===== src/rtl/lizwiz_pkg.sv =====
// -----------------------------------------------------------------------------
// lizwiz_pkg
// Shared definitions for the ROM download / core-read arbiter:
//   - default shared-ROM address width and post-download reset stretch length
//   - width of the HPS download byte address
//   - arbiter state encoding
// -----------------------------------------------------------------------------
package lizwiz_pkg;

  localparam int unsigned AW_DEF       = 16;  // shared ROM address width
  localparam int unsigned RST_HOLD_DEF = 16;  // clk_sys cycles of core_reset after download
  localparam int unsigned IOCTL_AW     = 25;  // HPS download byte address width

  // RUN  : core owns the RAM, core_reset low
  // LOAD : HPS download owns the RAM, core held in reset
  // HOLD : download finished, core_reset stretched before releasing the core
  typedef enum logic [1:0] {
    RUN  = 2'd0,
    LOAD = 2'd1,
    HOLD = 2'd2
  } dl_state_e;

endpackage : lizwiz_pkg


===== src/rtl/rom_dl_arbiter_rst_stretch.sv =====
// -----------------------------------------------------------------------------
// rst_stretch
// Down-counter that stretches the core reset after a download.
//   i_clk   : clock, rising edge
//   i_rst   : asynchronous active-high reset, reloads the counter
//   i_load  : reload the counter with RST_HOLD
//   i_count : decrement by one (saturates at zero)
//   o_done  : high when the counter is on its final count, i.e. a counting
//             edge now takes it to zero
// -----------------------------------------------------------------------------
module rst_stretch
  import lizwiz_pkg::*;
#(
  parameter int unsigned RST_HOLD = RST_HOLD_DEF
) (
  input  logic i_clk,
  input  logic i_rst,
  input  logic i_load,
  input  logic i_count,
  output logic o_done
);

  localparam int unsigned          CW       = $clog2(RST_HOLD + 2);
  localparam logic [CW-1:0]        LOAD_VAL = CW'(RST_HOLD);
  localparam logic [CW-1:0]        ONE      = CW'(1);

  logic [CW-1:0] r_cnt;

  // NOTE: sequential state is written with non-blocking assignments only, so
  // every flop samples the pre-edge values regardless of process order.
  always_ff @(posedge i_clk or posedge i_rst) begin
    if (i_rst) begin
      r_cnt <= LOAD_VAL;
    end else if (i_load) begin
      r_cnt <= LOAD_VAL;
    end else if (i_count && (r_cnt != '0)) begin
      r_cnt <= r_cnt - ONE;
    end
  end

  // Flagging the last count (rather than zero) lets the FSM leave HOLD on the
  // same edge the counter reaches zero, giving exactly RST_HOLD HOLD cycles.
  assign o_done = (r_cnt <= ONE);

endmodule : rst_stretch


===== src/rtl/rom_dl_arbiter.sv =====
// -----------------------------------------------------------------------------
// rom_dl_arbiter
// Shares one single-port RAM (1-cycle synchronous read) between an HPS ROM
// download and the game core's read port, and holds the core in reset while
// the download runs plus RST_HOLD cycles afterwards.
//
// Ports
//   clk_sys        : system clock, every flop on its rising edge
//   RESET          : asynchronous active-high reset
//   ioctl_download : high while an HPS download is in progress
//   ioctl_wr       : single-cycle download byte strobe
//   ioctl_addr     : download byte address (25 bits)
//   ioctl_dout     : download byte
//   cpu_ce         : core read strobe
//   cpu_addr       : core read address
//   cpu_dout       : last byte read by the core
//   cpu_valid      : one-cycle pulse when cpu_dout is fresh
//   mem_addr/din/we: RAM address, write data and write enable
//   mem_dout       : RAM read data (valid one cycle after the address)
//   core_reset     : reset to the game core (high in LOAD and HOLD)
//   dl_busy        : high in LOAD
//   dl_overflow    : sticky, a download byte above the RAM was dropped
// -----------------------------------------------------------------------------
module rom_dl_arbiter
  import lizwiz_pkg::*;
#(
  parameter int unsigned AW       = AW_DEF,
  parameter int unsigned RST_HOLD = RST_HOLD_DEF
) (
  input  logic                clk_sys,
  input  logic                RESET,
  input  logic                ioctl_download,
  input  logic                ioctl_wr,
  input  logic [IOCTL_AW-1:0] ioctl_addr,
  input  logic [7:0]          ioctl_dout,
  input  logic                cpu_ce,
  input  logic [AW-1:0]       cpu_addr,
  output logic [7:0]          cpu_dout,
  output logic                cpu_valid,
  output logic [AW-1:0]       mem_addr,
  output logic [7:0]          mem_din,
  output logic                mem_we,
  input  logic [7:0]          mem_dout,
  output logic                core_reset,
  output logic                dl_busy,
  output logic                dl_overflow
);

  dl_state_e     r_state;
  dl_state_e     w_next;
  logic          w_hold_done;

  logic          r_core_reset;
  logic          r_dl_busy;
  logic          r_overflow;

  logic          w_in_range;
  logic          w_take;

  // Write pipeline: stage 1 captures the strobe, stage 2 drives the RAM.
  logic          r_wr_pend;
  logic [AW-1:0] r_wr_addr;
  logic [7:0]    r_wr_data;
  logic          r_mem_we;
  logic [AW-1:0] r_mem_addr;
  logic [7:0]    r_mem_din;

  // Read pipeline: the RAM registers the address on the strobe edge, the
  // returned byte is captured one edge later.
  logic          r_rd_pend;
  logic [7:0]    r_cpu_dout;
  logic          r_cpu_valid;

  // ---------------------------------------------------------------------------
  // FSM
  // ---------------------------------------------------------------------------
  always_ff @(posedge clk_sys or posedge RESET) begin
    if (RESET) begin
      r_state <= HOLD;
    end else begin
      r_state <= w_next;
    end
  end

  // NOTE: w_next gets its default before the case, so no path leaves it
  // unassigned and no latch is inferred.
  always_comb begin
    w_next = r_state;
    if (ioctl_download) begin
      w_next = LOAD;
    end else begin
      unique case (r_state)
        LOAD:    w_next = HOLD;
        HOLD:    w_next = w_hold_done ? RUN : HOLD;
        RUN:     w_next = RUN;
        default: w_next = HOLD;
      endcase
    end
  end

  // Held in reload during LOAD so the count starts at RST_HOLD on the
  // LOAD->HOLD edge.
  rst_stretch #(
    .RST_HOLD (RST_HOLD)
  ) u_rst_stretch (
    .i_clk   (clk_sys),
    .i_rst   (RESET),
    .i_load  (r_state == LOAD),
    .i_count (r_state == HOLD),
    .o_done  (w_hold_done)
  );

  // Status outputs are registered from the next state so they change on the
  // same edge as the state itself.
  always_ff @(posedge clk_sys or posedge RESET) begin
    if (RESET) begin
      r_core_reset <= 1'b1;
      r_dl_busy    <= 1'b0;
      r_overflow   <= 1'b0;
    end else begin
      r_core_reset <= (w_next != RUN);
      r_dl_busy    <= (w_next == LOAD);
      if ((w_next == LOAD) && (r_state != LOAD)) begin
        r_overflow <= 1'b0;
      end else if (w_take && !w_in_range) begin
        r_overflow <= 1'b1;
      end
    end
  end

  // ---------------------------------------------------------------------------
  // Download write path
  // ---------------------------------------------------------------------------
  assign w_in_range = (ioctl_addr[IOCTL_AW-1:AW] == '0);
  assign w_take     = (r_state == LOAD) && ioctl_wr;

  // The pipeline drains independently of the state, so a write accepted on
  // the last LOAD edges still lands during HOLD. Only RESET aborts it.
  always_ff @(posedge clk_sys or posedge RESET) begin
    if (RESET) begin
      r_wr_pend  <= 1'b0;
      r_mem_we   <= 1'b0;
      r_mem_addr <= '0;
      r_mem_din  <= '0;
    end else begin
      r_wr_pend <= w_take && w_in_range;
      r_mem_we  <= r_wr_pend;
      if (r_wr_pend) begin
        r_mem_addr <= r_wr_addr;
        r_mem_din  <= r_wr_data;
      end
    end
  end

  // NOTE: pure datapath registers qualified by r_wr_pend carry no reset; their
  // contents are never used before a strobe has loaded them.
  always_ff @(posedge clk_sys) begin
    if (w_take) begin
      r_wr_addr <= ioctl_addr[AW-1:0];
      r_wr_data <= ioctl_dout;
    end
  end

  // ---------------------------------------------------------------------------
  // Core read path
  // ---------------------------------------------------------------------------
  // A read is only launched or completed while RUN is kept across the edge,
  // so leaving RUN discards anything in flight.
  always_ff @(posedge clk_sys or posedge RESET) begin
    if (RESET) begin
      r_rd_pend   <= 1'b0;
      r_cpu_dout  <= '0;
      r_cpu_valid <= 1'b0;
    end else begin
      r_rd_pend   <= cpu_ce && (r_state == RUN) && (w_next == RUN);
      r_cpu_valid <= r_rd_pend && (w_next == RUN);
      if (r_rd_pend && (w_next == RUN)) begin
        r_cpu_dout <= mem_dout;
      end
    end
  end

  // ---------------------------------------------------------------------------
  // Outputs
  // ---------------------------------------------------------------------------
  assign mem_addr    = (r_state == RUN) ? cpu_addr : r_mem_addr;
  assign mem_din     = r_mem_din;
  assign mem_we      = r_mem_we && (r_state != RUN);
  assign cpu_dout    = r_cpu_dout;
  assign cpu_valid   = r_cpu_valid;
  assign core_reset  = r_core_reset;
  assign dl_busy     = r_dl_busy;
  assign dl_overflow = r_overflow;

endmodule : rom_dl_arbiter


===== config.mk =====
export PLATFORM = sky130hd
export DESIGN_NAME = rom_dl_arbiter
export DESIGN_NICKNAME = d
export VERILOG_FILES = /design/src/rtl/lizwiz_pkg.sv /design/src/rtl/rom_dl_arbiter_rst_stretch.sv /design/src/rtl/rom_dl_arbiter.sv
export SDC_FILE = /design/constraint.sdc
export NUM_CORES = 1
export LEC_CHECK = 0
export CORE_AREA = 2 2 108 110
export CTS_BUF_LIST = sky130_fd_sc_hd__clkbuf_8
export CTS_CLUSTER_DIAMETER = 30
export CTS_CLUSTER_SIZE = 8
export DETAILED_ROUTE_END_ITERATION = 12
export DIE_AREA = 0 0 110 112
export SYNTH_ARGS = -nofsm -noshare
export SYNTH_HDL_FRONTEND = slang
export SYNTH_SLANG_ARGS = --single-unit

===== constraint.sdc =====
create_clock -name clk_sys -period 2.4 [get_ports clk_sys]
set_input_delay 0.6 -clock clk_sys [delete_from_list [all_inputs] [get_ports clk_sys]]
set_output_delay 0.6 -clock clk_sys [all_outputs]
set_load 0.005 [all_outputs]

==> flow_summary.json <==
{
  "setup_ws_ns": 0.0813,
  "crit_buf_inv": 4,
  "hold_viol": 0,
  "fin_nets": 351,
  "grt_pass1_vias": 1827,
  "cp_data_arrival_time_ns": 1.72,
  "synth-seq-cells": 70,
  "vdd_ir_drop_max_mv": 0.292,
  "die_area_sq_mm": 0.0123,
  "cp_slowest_cell": "dfstp_2",
  "fin_util": 0.382,
  "totalWireLength_microns": 6000,
  "cts_hold_buffers": 0,
  "cpPeakStageDelay_ns": 0.55,
  "path_clk_slew_ns": 0.07,
  "syn-cell-area_sq_mm": 0.00273,
  "relSlewSlack": 0.573,
  "crit_family": "flip-flops",
  "start_util": 0.245,
  "die_h_microns": 112,
  "diodes": 0,
  "fillers": 1089,
  "ant_nets": 0,
  "drive_gt1_frac": 0.288,
  "power.total_mw": 2.96,
  "setup_viol": 0,
  "yosysTopAreaCell": "dfrtp_1",
  "stdcell_count": 435,
  "finalMaxSlewViolations": 0,
  "clk_latency_ns": 0.33,
  "path_cells": "nor2_4 > buf_4 > buf_6 > buf_4 > mux2_2 > dlymetal6s2s_1",
  "dr_total_vias": 1777,
  "worst_hold_slack_ns": 0.478,
  "grt_antenna_before_repair": 0,
  "cap_violations": 0,
  "hold_class": "reg2reg",
  "final_common_cell": "clkdlybuf4s50_1",
  "io_pins": 99,
  "p_leak_nw": 1.99,
  "track_usage": 0.101,
  "synth.avg_cell_area_sq_um": 16.6,
  "synthFlopType": "dfrtp_1",
  "worstPathRequired_ns": 1.80,
  "fin_crit_ns": 2.32,
  "synthTopCellsByArea": "dfrtp_1, edfxtp_1, mux2_2",
  "cts_buffers": 9,
  "power.density_mw_per_mm2": 693,
  "grt_max_degree": 27,
  "status": "finished clean",
  "yosys.area.top_type_share": 0.394,
  "final_cell_mix": "clkdlybuf4s50_1, dfrtp_1, mux2_2",
  "worstSetupPathDepth": 6,
  "grt_pass1_wl_microns": 9260,
  "hold_depth": 1,
  "rows": 39,
  "ys_warn_count": 0,
  "clockBufferDepth": 2,
  "cts_root_buf": "clkbuf_8",
  "port_buffers": 98,
  "tritoncts": "yes",
  "die_x_microns": 110,
  "wl_per_cell_microns": 13.8,
  "worst_pin_slew_ns": 0.640,
  "fin_skew_ns": 0.00637,
  "finalCritPeriodShare": 0.966,
  "dpl-instance-area_sq_mm": 0.00394,
  "dp_hpwl_microns": 4030,
  "rsz0062_at_grt": "false",
  "stdcell_area_sq_mm": 0.00427,
  "startpoint_type": "register",
  "synth_edf_count": 24,
  "syn-num-nets": 229,
  "pre_cts_ws_ns": 0.0345,
  "ff2ff_path_depth": 8,
  "synthDistinctLibCells": 25,
  "drtIter0Drc": 21,
  "drc": 0,
  "ys_seq_area_frac": 0.686,
  "viasPerCell": 4.09,
  "cts.sinks": 70,
  "area_delta_synth_final_pct": 56.1,
  "dp.cells": 407,
  "syn-instance-count": 165,
  "setup_tns_ns": 0,
  "gp_congestion": 0.670,
  "cts_htree_levels": 3,
  "critPathCaptureType": "primary output",
  "core-area_sq_mm": 0.0112,
  "clock.fmax_mhz": 431,
  "path_max_fanout": 7,
  "drt_pre_antenna_iters": 4,
  "globalRouteOverflowTotal": 0,
  "async_flop_share": 0.657,
  "path_common_cell": "buf_4",
  "critPathKind": "reg2out"
}
==> logic make-up (layout without fill, tap and decap cells) <==
logic type,Yosys count,in the layout,synth area share
mux,52,52,0.223
compound gates,5,5,0.0110
buf+inv,10,137,0.0169
fa+ha+maj,2,2,0.00916
simple gates,26,26,0.0531
flops,70,70,0.686
==> report_power, final <==
part	switching [mW]	total, mW	internal (mW)
clock network	0.412	0.935	0.523
registers	0.0850	1.45	1.37
logic	0.185	0.573	0.387
total	0.683	2.96	2.28
==> cell type report <==
cell class	instances	area [sq um]	area share
clock buffers	11	151	0.0355
clock inverters	5	45.0	0.0106
inverters	4	15.0	0.00352
multi-input cells	85	816	0.191
flip-flops and latches	70	1880	0.440
well taps	143	179	0.0419
repair buffers	117	1180	0.278
==> path summary, 6_finish.rpt <==
path,from,slack [ns],end
max reg2reg,r_state[1]$_DFF_PP1_,0.45,cpu_dout[5]$_DFFE_PP0P_
min reg2reg,r_wr_data[0]$_DFFE_PP_,0.48,mem_din[0]$_DFFE_PP0P_
min in group asynchronous,RESET,0.67,dl_busy$_DFF_PP0_
max in group asynchronous,RESET,1.18,r_mem_addr[14]$_DFFE_PP0P_
min,r_wr_data[0]$_DFFE_PP_,0.48,mem_din[0]$_DFFE_PP0P_
max,r_state[1]$_DFF_PP1_,0.08,mem_addr[5]
==> what timing repair did <==
action,4_1_cts,5_1_grt
endpoints found under the setup margin,17,13
buffers inserted,4,7
cloned,1,0
gates resized for setup,8,18
==> cell usage after synthesis (3+ instances only) <==
cell      count
dfrtp_1      43
mux2_2       40
edfxtp_1     24
mux2_4        8
nand2_1       7
clkbuf_1      4
inv_1         4
mux2i_1       4
nor2_1        4
a21oi_1       3
dfstp_2       3
nor4b_1       3
==> flip-flops by register name, indices dropped and copies added (netlist names) <==
register	flops
r_mem_addr	16
r_state	2
r_wr_pend	1
r_rd_pend	1
cpu_valid	1
r_mem_we	1
mem_din	8
u_rst_stretch.r_cnt	5
core_reset	1
cpu_dout	8
dl_overflow	1
dl_busy	1
r_wr_data	8
r_wr_addr	16
==> routing by layer <==
| layer | GRT usage | routed length (microns) | up-vias |
|---|---|---|---|
| met5 | 0 | 0 | - |
| met4 | 0.0456 | 67 | 0 |
| met3 | 0.0363 | 440 | 7 |
| met2 | 0.159 | 2880 | 65 |
| met1 | 0.124 | 2610 | 869 |
| li1 | - | - | 836 |
(Power assumes the default switching activity.)
